==> src/rtl/lifo_arb_pkg.sv <==
// rtl/lifo_arb_pkg.sv - shared types and constants for the LIFO stack arbiter
package lifo_arb_pkg;

  localparam int LIFO_DATA_WIDTH  = 32;
  localparam int LIFO_NUM_CLIENTS = 2;

  typedef enum logic [1:0] {
    OP_NOP  = 2'b00,
    OP_PUSH = 2'b01,
    OP_POP  = 2'b10,
    OP_PEEK = 2'b11
  } op_t;

  typedef enum logic [1:0] {
    IDLE = 2'd0,
    EXEC = 2'd1,
    CAPT = 2'd2,
    RESP = 2'd3
  } state_t;

  // Client index following idx, wrapping at n.
  function automatic int next_client(input int idx, input int n);
    return (idx + 1 >= n) ? 0 : idx + 1;
  endfunction

endpackage

==> src/rtl/lifo_stack_arbiter_if.sv <==
// rtl/lifo_stack_arbiter_if.sv - client and stack signal bundle for the LIFO stack arbiter
interface lifo_stack_arbiter_if
  import lifo_arb_pkg::*;
#(
  parameter int DATA_WIDTH  = LIFO_DATA_WIDTH,
  parameter int NUM_CLIENTS = LIFO_NUM_CLIENTS
);

  // Client side
  logic [NUM_CLIENTS-1:0]            Req_In;
  logic [2*NUM_CLIENTS-1:0]          Op_In;
  logic [DATA_WIDTH*NUM_CLIENTS-1:0] Wr_Data_In;
  logic [NUM_CLIENTS-1:0]            Ack_Out;
  logic                              Err_Out;
  logic [DATA_WIDTH-1:0]             Rd_Data_Out;
  logic                              Busy_Out;

  // Stack side
  logic [DATA_WIDTH-1:0]             Stk_Data_Out;
  logic                              Stk_Push_Out;
  logic                              Stk_Pop_Out;
  logic                              Stk_Peek_Out;
  logic [DATA_WIDTH-1:0]             Stk_Data_In;
  logic                              Stk_Empty_In;
  logic                              Stk_Full_In;

  modport slave (
    input  Req_In, Op_In, Wr_Data_In, Stk_Data_In, Stk_Empty_In, Stk_Full_In,
    output Ack_Out, Err_Out, Rd_Data_Out, Busy_Out,
    output Stk_Data_Out, Stk_Push_Out, Stk_Pop_Out, Stk_Peek_Out
  );

  modport master (
    output Req_In, Op_In, Wr_Data_In, Stk_Data_In, Stk_Empty_In, Stk_Full_In,
    input  Ack_Out, Err_Out, Rd_Data_Out, Busy_Out,
    input  Stk_Data_Out, Stk_Push_Out, Stk_Pop_Out, Stk_Peek_Out
  );

endinterface

==> src/rtl/rr_arbiter.sv <==
// rtl/rr_arbiter.sv - combinational round-robin picker starting at the RR pointer
module rr_arbiter #(
  parameter int NUM_CLIENTS = 2,
  parameter int IDX_W       = 1
) (
  input  logic [NUM_CLIENTS-1:0] req,
  input  logic [IDX_W-1:0]       rr_ptr,
  output logic [NUM_CLIENTS-1:0] grant,
  output logic [IDX_W-1:0]       grant_idx,
  output logic                   grant_valid
);

  int   cand;
  logic found;

  // Scan upward from rr_ptr with wraparound; the first requester found wins.
  always_comb begin
    grant     = '0;
    grant_idx = '0;
    cand      = 0;
    found     = 1'b0;
    for (int k = 0; k < NUM_CLIENTS; k++) begin
      cand = int'(rr_ptr) + k;
      if (cand >= NUM_CLIENTS) cand = cand - NUM_CLIENTS;
      if (!found && req[IDX_W'(cand)]) begin
        found                 = 1'b1;
        grant[IDX_W'(cand)]   = 1'b1;
        grant_idx             = IDX_W'(cand);
      end
    end
  end

  assign grant_valid = |req;

endmodule

==> src/rtl/lifo_stack_arbiter.sv <==
// rtl/lifo_stack_arbiter.sv - round-robin sequencer sharing one LIFO stack between clients
module lifo_stack_arbiter
  import lifo_arb_pkg::*;
#(
  parameter int DATA_WIDTH  = LIFO_DATA_WIDTH,
  parameter int NUM_CLIENTS = LIFO_NUM_CLIENTS
) (
  input  logic                 Clk_In,
  input  logic                 Reset_In,
  lifo_stack_arbiter_if.slave  bus
);

  localparam int IDX_W = (NUM_CLIENTS > 1) ? $clog2(NUM_CLIENTS) : 1;

  state_t                 state_q, state_d;
  logic [IDX_W-1:0]       rr_q, rr_d;
  logic [IDX_W-1:0]       win_q, win_d;
  logic [NUM_CLIENTS-1:0] win_oh_q, win_oh_d;
  op_t                    op_q, op_d;
  logic [DATA_WIDTH-1:0]  wdata_q, wdata_d;
  logic [NUM_CLIENTS-1:0] ack_q, ack_d;
  logic                   err_q, err_d;
  logic [DATA_WIDTH-1:0]  rd_data_q, rd_data_d;

  logic [NUM_CLIENTS-1:0] grant;
  logic [IDX_W-1:0]       grant_idx;
  logic                   grant_valid;
  logic                   exec_push_ok;
  logic                   exec_read_ok;

  rr_arbiter #(
    .NUM_CLIENTS (NUM_CLIENTS),
    .IDX_W       (IDX_W)
  ) u_rr_arbiter (
    .req         (bus.Req_In),
    .rr_ptr      (rr_q),
    .grant       (grant),
    .grant_idx   (grant_idx),
    .grant_valid (grant_valid)
  );

  // Flags are only meaningful in EXEC; these say whether the stack can take the operation.
  always_comb begin
    exec_push_ok = (state_q == EXEC) && (op_q == OP_PUSH) && !bus.Stk_Full_In;
    exec_read_ok = (state_q == EXEC) && ((op_q == OP_POP) || (op_q == OP_PEEK))
                   && !bus.Stk_Empty_In;
  end

  // Strobes are gated by reset so an aborted transaction never touches the stack.
  assign bus.Stk_Push_Out = Reset_In && exec_push_ok;
  assign bus.Stk_Peek_Out = Reset_In && exec_read_ok;
  assign bus.Stk_Pop_Out  = Reset_In && (state_q == CAPT) && (op_q == OP_POP);

  assign bus.Stk_Data_Out = wdata_q;
  assign bus.Ack_Out      = ack_q;
  assign bus.Err_Out      = err_q;
  assign bus.Rd_Data_Out  = rd_data_q;
  assign bus.Busy_Out     = (state_q != IDLE);

  // Next-state and next-output logic for the IDLE/EXEC/CAPT/RESP sequence.
  always_comb begin
    state_d   = state_q;
    rr_d      = rr_q;
    win_d     = win_q;
    win_oh_d  = win_oh_q;
    op_d      = op_q;
    wdata_d   = wdata_q;
    ack_d     = '0;
    err_d     = 1'b0;
    rd_data_d = rd_data_q;
    case (state_q)
      IDLE: begin
        if (grant_valid) begin
          win_d    = grant_idx;
          win_oh_d = grant;
          op_d     = op_t'(bus.Op_In[2*grant_idx +: 2]);
          wdata_d  = bus.Wr_Data_In[DATA_WIDTH*grant_idx +: DATA_WIDTH];
          state_d  = EXEC;
        end
      end
      EXEC: begin
        if (exec_read_ok) begin
          state_d = CAPT;
        end else begin
          // Push (ok or full), rejected pop/peek, or reserved opcode: respond now.
          state_d   = RESP;
          ack_d     = win_oh_q;
          err_d     = !exec_push_ok;
          rd_data_d = '0;
        end
      end
      CAPT: begin
        state_d   = RESP;
        ack_d     = win_oh_q;
        err_d     = 1'b0;
        rd_data_d = bus.Stk_Data_In;
      end
      RESP: begin
        rr_d    = IDX_W'(next_client(int'(win_q), NUM_CLIENTS));
        state_d = IDLE;
      end
      default: state_d = IDLE;
    endcase
  end

  // State and output registers with synchronous active-low reset.
  always_ff @(posedge Clk_In) begin
    if (!Reset_In) begin
      state_q   <= IDLE;
      rr_q      <= '0;
      win_q     <= '0;
      win_oh_q  <= '0;
      op_q      <= OP_NOP;
      wdata_q   <= '0;
      ack_q     <= '0;
      err_q     <= 1'b0;
      rd_data_q <= '0;
    end else begin
      state_q   <= state_d;
      rr_q      <= rr_d;
      win_q     <= win_d;
      win_oh_q  <= win_oh_d;
      op_q      <= op_d;
      wdata_q   <= wdata_d;
      ack_q     <= ack_d;
      err_q     <= err_d;
      rd_data_q <= rd_data_d;
    end
  end

endmodule

==> src/flat_wrapper.sv <==
// flat-port wrapper written by rule: the top's interface ports become plain ports
module lifo_stack_arbiter_flat import lifo_arb_pkg::*;
#(
  parameter int DATA_WIDTH  = LIFO_DATA_WIDTH,
  parameter int NUM_CLIENTS = LIFO_NUM_CLIENTS
)
  (Clk_In, Reset_In, bus_Req_In, bus_Op_In, bus_Wr_Data_In, bus_Stk_Data_In, bus_Stk_Empty_In, bus_Stk_Full_In, bus_Ack_Out, bus_Err_Out, bus_Rd_Data_Out, bus_Busy_Out, bus_Stk_Data_Out, bus_Stk_Push_Out, bus_Stk_Pop_Out, bus_Stk_Peek_Out);
  lifo_stack_arbiter_if #(.DATA_WIDTH(DATA_WIDTH), .NUM_CLIENTS(NUM_CLIENTS)) bus_i ();
  input  logic Clk_In;
  input  logic Reset_In;
  input wire logic [$bits(bus_i.Req_In)-1:0] bus_Req_In;
  input wire logic [$bits(bus_i.Op_In)-1:0] bus_Op_In;
  input wire logic [$bits(bus_i.Wr_Data_In)-1:0] bus_Wr_Data_In;
  input wire logic [$bits(bus_i.Stk_Data_In)-1:0] bus_Stk_Data_In;
  input wire logic [$bits(bus_i.Stk_Empty_In)-1:0] bus_Stk_Empty_In;
  input wire logic [$bits(bus_i.Stk_Full_In)-1:0] bus_Stk_Full_In;
  output wire logic [$bits(bus_i.Ack_Out)-1:0] bus_Ack_Out;
  output wire logic [$bits(bus_i.Err_Out)-1:0] bus_Err_Out;
  output wire logic [$bits(bus_i.Rd_Data_Out)-1:0] bus_Rd_Data_Out;
  output wire logic [$bits(bus_i.Busy_Out)-1:0] bus_Busy_Out;
  output wire logic [$bits(bus_i.Stk_Data_Out)-1:0] bus_Stk_Data_Out;
  output wire logic [$bits(bus_i.Stk_Push_Out)-1:0] bus_Stk_Push_Out;
  output wire logic [$bits(bus_i.Stk_Pop_Out)-1:0] bus_Stk_Pop_Out;
  output wire logic [$bits(bus_i.Stk_Peek_Out)-1:0] bus_Stk_Peek_Out;
  assign bus_i.Req_In = bus_Req_In;
  assign bus_i.Op_In = bus_Op_In;
  assign bus_i.Wr_Data_In = bus_Wr_Data_In;
  assign bus_i.Stk_Data_In = bus_Stk_Data_In;
  assign bus_i.Stk_Empty_In = bus_Stk_Empty_In;
  assign bus_i.Stk_Full_In = bus_Stk_Full_In;
  assign bus_Ack_Out = bus_i.Ack_Out;
  assign bus_Err_Out = bus_i.Err_Out;
  assign bus_Rd_Data_Out = bus_i.Rd_Data_Out;
  assign bus_Busy_Out = bus_i.Busy_Out;
  assign bus_Stk_Data_Out = bus_i.Stk_Data_Out;
  assign bus_Stk_Push_Out = bus_i.Stk_Push_Out;
  assign bus_Stk_Pop_Out = bus_i.Stk_Pop_Out;
  assign bus_Stk_Peek_Out = bus_i.Stk_Peek_Out;
  lifo_stack_arbiter #(.DATA_WIDTH(DATA_WIDTH), .NUM_CLIENTS(NUM_CLIENTS)) u_core (.Clk_In(Clk_In), .Reset_In(Reset_In), .bus(bus_i));
endmodule
==> config.mk <==
export PLATFORM = sky130hd
export DESIGN_NAME = lifo_stack_arbiter_flat
export DESIGN_NICKNAME = d
export VERILOG_FILES = /design/src/rtl/lifo_arb_pkg.sv /design/src/rtl/lifo_stack_arbiter_if.sv /design/src/rtl/rr_arbiter.sv /design/src/rtl/lifo_stack_arbiter.sv /design/src/flat_wrapper.sv
export SDC_FILE = /design/constraint.sdc
export NUM_CORES = 1
export LEC_CHECK = 0
export CORE_MARGIN = 8
export CORE_UTILIZATION = 35
export CTS_CLUSTER_DIAMETER = 120
export DETAILED_ROUTE_END_ITERATION = 6
export GPL_ROUTABILITY_DRIVEN = 0
export GPL_TIMING_DRIVEN = 0
export PLACE_DENSITY_LB_ADDON = 0.1
export SLEW_MARGIN = 20
export SYNTH_ARGS = -nofsm -noshare
export SYNTH_HDL_FRONTEND = slang
export SYNTH_SLANG_ARGS = --single-unit
==> constraint.sdc <==
create_clock -name Clk_In -period 1.4 [get_ports Clk_In]
set_input_delay 0.14 -clock Clk_In [delete_from_list [all_inputs] [get_ports Clk_In]]
set_output_delay 0.14 -clock Clk_In [all_outputs]
set_load 0.02 [all_outputs]
After elaboration in Yosys (flattened, before gate mapping)
Cells that the tools add are included.
{"block": "word_totals", "regBits": 75, "in_bits": 106, "output_inout_bits": 71, "elab_cells": 79}
{"block": "op_classes", "addsub": 4, "order_cmp": 7, "n_eq_ne": 8, "shifts": 2, "n_mux": 23, "bitwise_logic": 3, "reduce_logical": 23}
{"operator": "$pmux 32 s2", "n": 1}
{"operator": "$shiftx 64x7->32", "n": 1}
{"operator": "$mux 32", "n": 1}
{"operator": "$mux 1", "n": 13}
{"operator": "$logic_and 1x1->1", "n": 11}
{"operator": "$eq 2x2->1 const B", "n": 4}
{"operator": "$mux 2", "n": 4}
{"operator": "$pmux 2 s4", "n": 1}
{"operator": "$lt 1x3->1 const B", "n": 2}
{"operator": "$add 1x1->2 const B", "n": 2}
{"operator": "$eq 2x1->1 const B", "n": 2}
{"operator": "$ge 2x2->1 const B", "n": 2}
{"operator": "$logic_not 1->1", "n": 4}
{"operator": "$pmux 2 s2", "n": 1}
{"operator": "$reduce_and 2->1", "n": 2}
{"operator": "$reduce_bool 2->1", "n": 2}
{"operator": "$shiftx 4x3->2", "n": 1}
{"operator": "$reduce_or 3->1", "n": 1}
{"operator": "$demux 1 s1", "n": 2}
{"operator": "$ge 1x1->1 const B", "n": 2}
{"operator": "$ge 1x2->1 const B", "n": 1}
{"operator": "$logic_not 2->1", "n": 1}
{"operator": "$ne 2x1->1 const B", "n": 1}
{"operator": "$ne 2x2->1 const B", "n": 1}
{"operator": "other kinds (5)", "n": 7}

Depth between registers and ports, before layout
Gate-level depths: netlist of run 1.
{"block": "depth", "depth_word": 10, "mapped_depth": 6, "ltp_nobuf": 5}

Hierarchy
A second synthesis of run 1 with hierarchy kept.
{"block": "unflattened", "cells_unflattened": 282, "area_unflattened_um2": 3005.4}
{"mod": "lifo_stack_arbiter", "n_inst": 1, "cells_per_inst": 277, "area_per_inst_um2": 2971.6}
{"mod": "rr_arbiter", "n_inst": 1, "cells_per_inst": 5, "area_per_inst_um2": 33.8}

Worst setup path after synthesis of run 1
Ideal clock, no wire load.
{"block": "synth_path", "path_type": "reg-to-reg", "start": "register u_core.state_q[1]", "end": "register u_core.rd_data_q[0] (netlist: u_core.bus.Rd_Data_Out[0])", "setup_time_ns": 0.072, "arrival_time_ns": 1.381, "required_time_ns": 1.328, "setup_slack_ns": -0.053, "path_stages_with_launch": 6, "path_buffers": 1, "period_less_slack_ns": 1.453, "path_cell_list": "dfxtp_1 inv_1 ha_1 a21boi_4 buf_12 mux2i_1"}
{"block": "synth_via", "elab_chain_len": 5, "word_cells_on_any_way": 8, "classes_between": "eq/ne: 3; mux: 1; reduce/logical: 4"}
{"element": "start: declaration", "line_no": "lifo_stack_arbiter.sv:15", "text": "state_t state_q, state_d;"}
{"element": "start signal: assignment", "line_no": "lifo_stack_arbiter.sv:119", "text": "state_q <= state_d;"}
{"element": "$eq 2x1->1", "line_no": "lifo_stack_arbiter.sv:45, lifo_stack_arbiter.sv:71"}
{"element": "$logic_and 1x1->1", "line_no": "lifo_stack_arbiter.sv:45", "text": "exec_read_ok = (state_q == EXEC) && ((op_q == OP_POP) || (op_q == OP_PEEK))"}
{"element": "$logic_and 1x1->1", "line_no": "lifo_stack_arbiter.sv:46", "text": "&& !bus.Stk_Empty_In;"}
{"element": "$ne 2x2->1 (no line)"}
{"element": "$reduce_and 2->1 (no line)"}
{"element": "end signal: assignment", "line_no": "lifo_stack_arbiter.sv:127", "text": "rd_data_q <= rd_data_d;"}
{"element": "end: declaration", "line_no": "lifo_stack_arbiter.sv:23", "text": "logic [DATA_WIDTH-1:0] rd_data_q, rd_data_d;"}
Parallel ways exist; a longest one is shown, timed or not.
A chain may end at the register's enable or synchronous reset.

Worst setup path after layout of run 1
{"block": "layout_path", "start": "register u_core.state_q[1]", "end": "register u_core.rd_data_q[25] (netlist: u_core.bus.Rd_Data_Out[25])"}
Same word-level chain as after synthesis.

==> results of run 1 <==
-- where the power goes --
group	switching (uW)	leakage, uW	internal, uW
sequential	285	0.000607	2670
combinational	2880	0.00166	2940
clock	796	0.000118	1220
total	3960	0.00239	6830
-- cell families after synthesis --
kind of cell | synth area share [%]
multiplexers | 10.0
buffers and inverters | 7.48
flip-flops | 45.0
adder cells (fa/ha/maj) | 1.52
other | 0.114
AO/OA/AOI/OAI | 18.6
AND/OR/NAND/NOR | 17.2
-- through the flow --
stage	instances	hold WS (ns)	area (um2)	utilization [%]
final	689	0.363	5590	60.8
after global routing	689	0.361	5590	60.8
after CTS	691	0.346	5600	60.9
after detailed placement	663	0.445	5200	56.5
after global placement	663	0.442	5200	56.5
after floorplan	377	0.294	3310	-
-- flip-flops by register name, indices dropped and copies added, names as in the netlist --
register                 flops
u_core.rr_q                  1
u_core.bus.Rd_Data_Out      32
u_core.bus.Stk_Data_Out     32
u_core.win_oh_q              1
u_core.bus.Ack_Out           2
u_core.state_q               2
u_core.win_q                 1
u_core.op_q                  2
u_core.bus.Err_Out           1
-- Yosys cell counts --
master      n  area (um2)
dfxtp_1    74        1480
a21oi_1    68         340
nand3_1    66         330
nand2_1    35         131
o21ai_0    35         175
mux2i_1    33         330
buf_2      17        85.1
clkbuf_1   12        45.0
buf_6       4        45.0
ha_1        4        50.1
nor2b_1     4        25.0
buf_12      3        60.1
inv_1       3        11.3
a2bb2oi_1   2        17.5
nor2_1      2        7.51
a21boi_4    1        18.8
and2_1      1        6.26
and4b_2     1        11.3
conb_1      1        3.75
nand2_4     1        11.3
nand2b_1    1        6.26
nor2b_4     1        13.8
nor3_1      1        5.00
nor3b_1     1        7.51
nor3b_2     1        12.5
o2111a_1    1        11.3
o211a_1     1        10.0
o21a_4      1        15.0
o21ai_4     1        16.3
o311a_1     1        10.0
-- layout make-up --
cell class | instances | area share (%)
multi-input cells | 264 | 29.2
repair buffers | 188 | 32.9
clock inverters | 5 | 1.83
well taps | 111 | 2.48
plain buffers | 34 | 4.34
inverters | 3 | 0.291
clock buffers | 10 | 2.46
flip-flops and latches | 74 | 26.6
-- worst paths after layout --
| check | cells past startpoint | slack, ns | startpoint | endpoint |
|---|---|---|---|---|
| worst max-delay path | 7 | -0.1 | u_core.state_q[1]$_SDFFE_PN0P_ | u_core.bus.Rd_Data_Out[25]$_SDFFE_PN0P_ |
| worst min-delay path | 3 | 0.36 | bus_Stk_Data_In[28] | u_core.bus.Rd_Data_Out[28]$_SDFFE_PN0P_ |
| worst max register to register | 7 | -0.1 | u_core.state_q[1]$_SDFFE_PN0P_ | u_core.bus.Rd_Data_Out[25]$_SDFFE_PN0P_ |
| worst min register to register | 2 | 0.45 | u_core.bus.Rd_Data_Out[15]$_SDFFE_PN0P_ | u_core.bus.Rd_Data_Out[15]$_SDFFE_PN0P_ |
-- critical path, cell delays in order, from the launching register on --
cell and delay [ns]:
dfxtp_4 0.39, inv_4 0.05, ha_4 0.26, a21boi_4 0.18
buf_12 0.15, buf_12 0.12, buf_12 0.11, mux2i_1 0.18
-- repair_timing --
action                                  4_1_cts  5_1_grt
endpoints found under the setup margin      102       52
setup buffers                                11        2
pin swaps                                     2        2
cloned                                        3        0
resized for setup                           101       25
-- layer usage --
metal | share of wire, % | GRT usage, %
met2 | 47 | 29.6
met1 | 41 | 19.6
met4 | 0.95 | 6.22
met5 | 0 | 0
met3 | 11 | 7.45
==> impl_metrics.csv, run 1 <==
group,metric,value,unit
cells_and_area,multi_input_area,0.00163,mm2
global_routing,grt_use_total,17.7,%
synthesis,postSynthCellCount,377,
run_status,violations,"negative setup slack",
sta,skew,0.0115,ns
clock_network,clk_pin_slew_worst_paths,0.08,ns
worst_setup_path,start_kind,"register",
sta,finalHoldViolCount,0,
global_routing,grt_pass1_wl,18400,um
die,initial_core_util,35.8,%
cells_and_area,antenna_cells,0,
synthesis,ys_warn_count,0,
sta,drv_slew,0,
synthesis,synth_seq_cells,74,
clock_network,htree_levels,3,
clock_network,cts_tree,"yes",
die,die_w,113,um
sta,period_share,107,%
cells_and_area,final_common_cell,"clkdlybuf4s50_1",
worst_setup_path,critPathKind,"register to register",
clock_network,clockBufferDepth,2,
clock_network,insertion_delay,0.34,ns
synthesis,yosys.cell_types.count,30,
worst_setup_path,arrival,1.77,ns
routing,antenna_left,0,
routing,vias,3457,
routing,drc,0,
routing,drt_wl_total,11600,um
job,maxCapViolations,0,
cells_and_area,final_cell_mix,"clkdlybuf4s50_1, dfxtp_1, a21oi_1",
clock_network,postCtsHoldBufs,0,
global_routing,grt_max_degree,13,
routing,drtIter0Drc,126,
synthesis,avgSynthCellArea,8.74,um2
clock_network,cts.sinks,74,
sta,max_freq,668,MHz
synthesis,syn_area,0.00329,mm2
die,die_h,113,um
pwr,fin_total_pwr,10800,uW
hold_path,hold_class,"input pin to register",
synthesis,syn_nets,487,
die,die_area,0.0128,mm2
placed_design,numPortBuffers,175,
cells_and_area,num-fill-cells,852,
cells_and_area,seqCellArea,0.00149,mm2
pwr,worst_ir_drop_vdd,826,uV
pwr,power_density,1930,mW/mm2
sta,rsz0062_at_grt,"yes",
placed_design,pre_cts_ws,-0.343,ns
clock_network,cts_buffers,9,
sta,setup-tns-final,-1.03,ns
cells_and_area,areaGrowthSynthToFinish,69.8,%
clock_network,cts-root-buf,"clkbuf_8",
placed_design,hpwlAfterDp,8620,um
routing,wire_per_inst,16.9,um
pwr,power.leakage,0.00239,uW
routing,via_per_inst,5.02,
sta,layout_setup_ws,-0.0969,ns
die,core,0.00920,mm2
die,rows,35,
sta,setup_viol,17,
global_routing,grt_pass1_vias,3588,
sta,finalCriticalPeriod,1.50,ns
cells_and_area,layout.nets,684,
run_status,outcome,"complete, but fails checks",
global_routing,gr-total-overflow,0,
synthesis,yosysSeqAreaShare,45.0,%
die,ioPinCount,177,
worst_setup_path,end_kind,"register",
global_routing,antenna_found_initial,0,
cells_and_area,drive_above_1_share,13.1,%
routing,drt_first_pass_iters,4,
worst_setup_path,critPathMaxFanout,6,
worst_setup_path,crit_required,1.67,ns
Note: power is estimated with default switching activity, not from simulation.
==> inputs of run 2 (changes only) <==
- CAP_MARGIN: default -> 20
- CTS_BUF_LIST: default -> sky130_fd_sc_hd__clkbuf_4 sky130_fd_sc_hd__clkbuf_8
==> results of run 2 <==
Same layout as run 1: the final DEF is identical, and so are final timing and power.
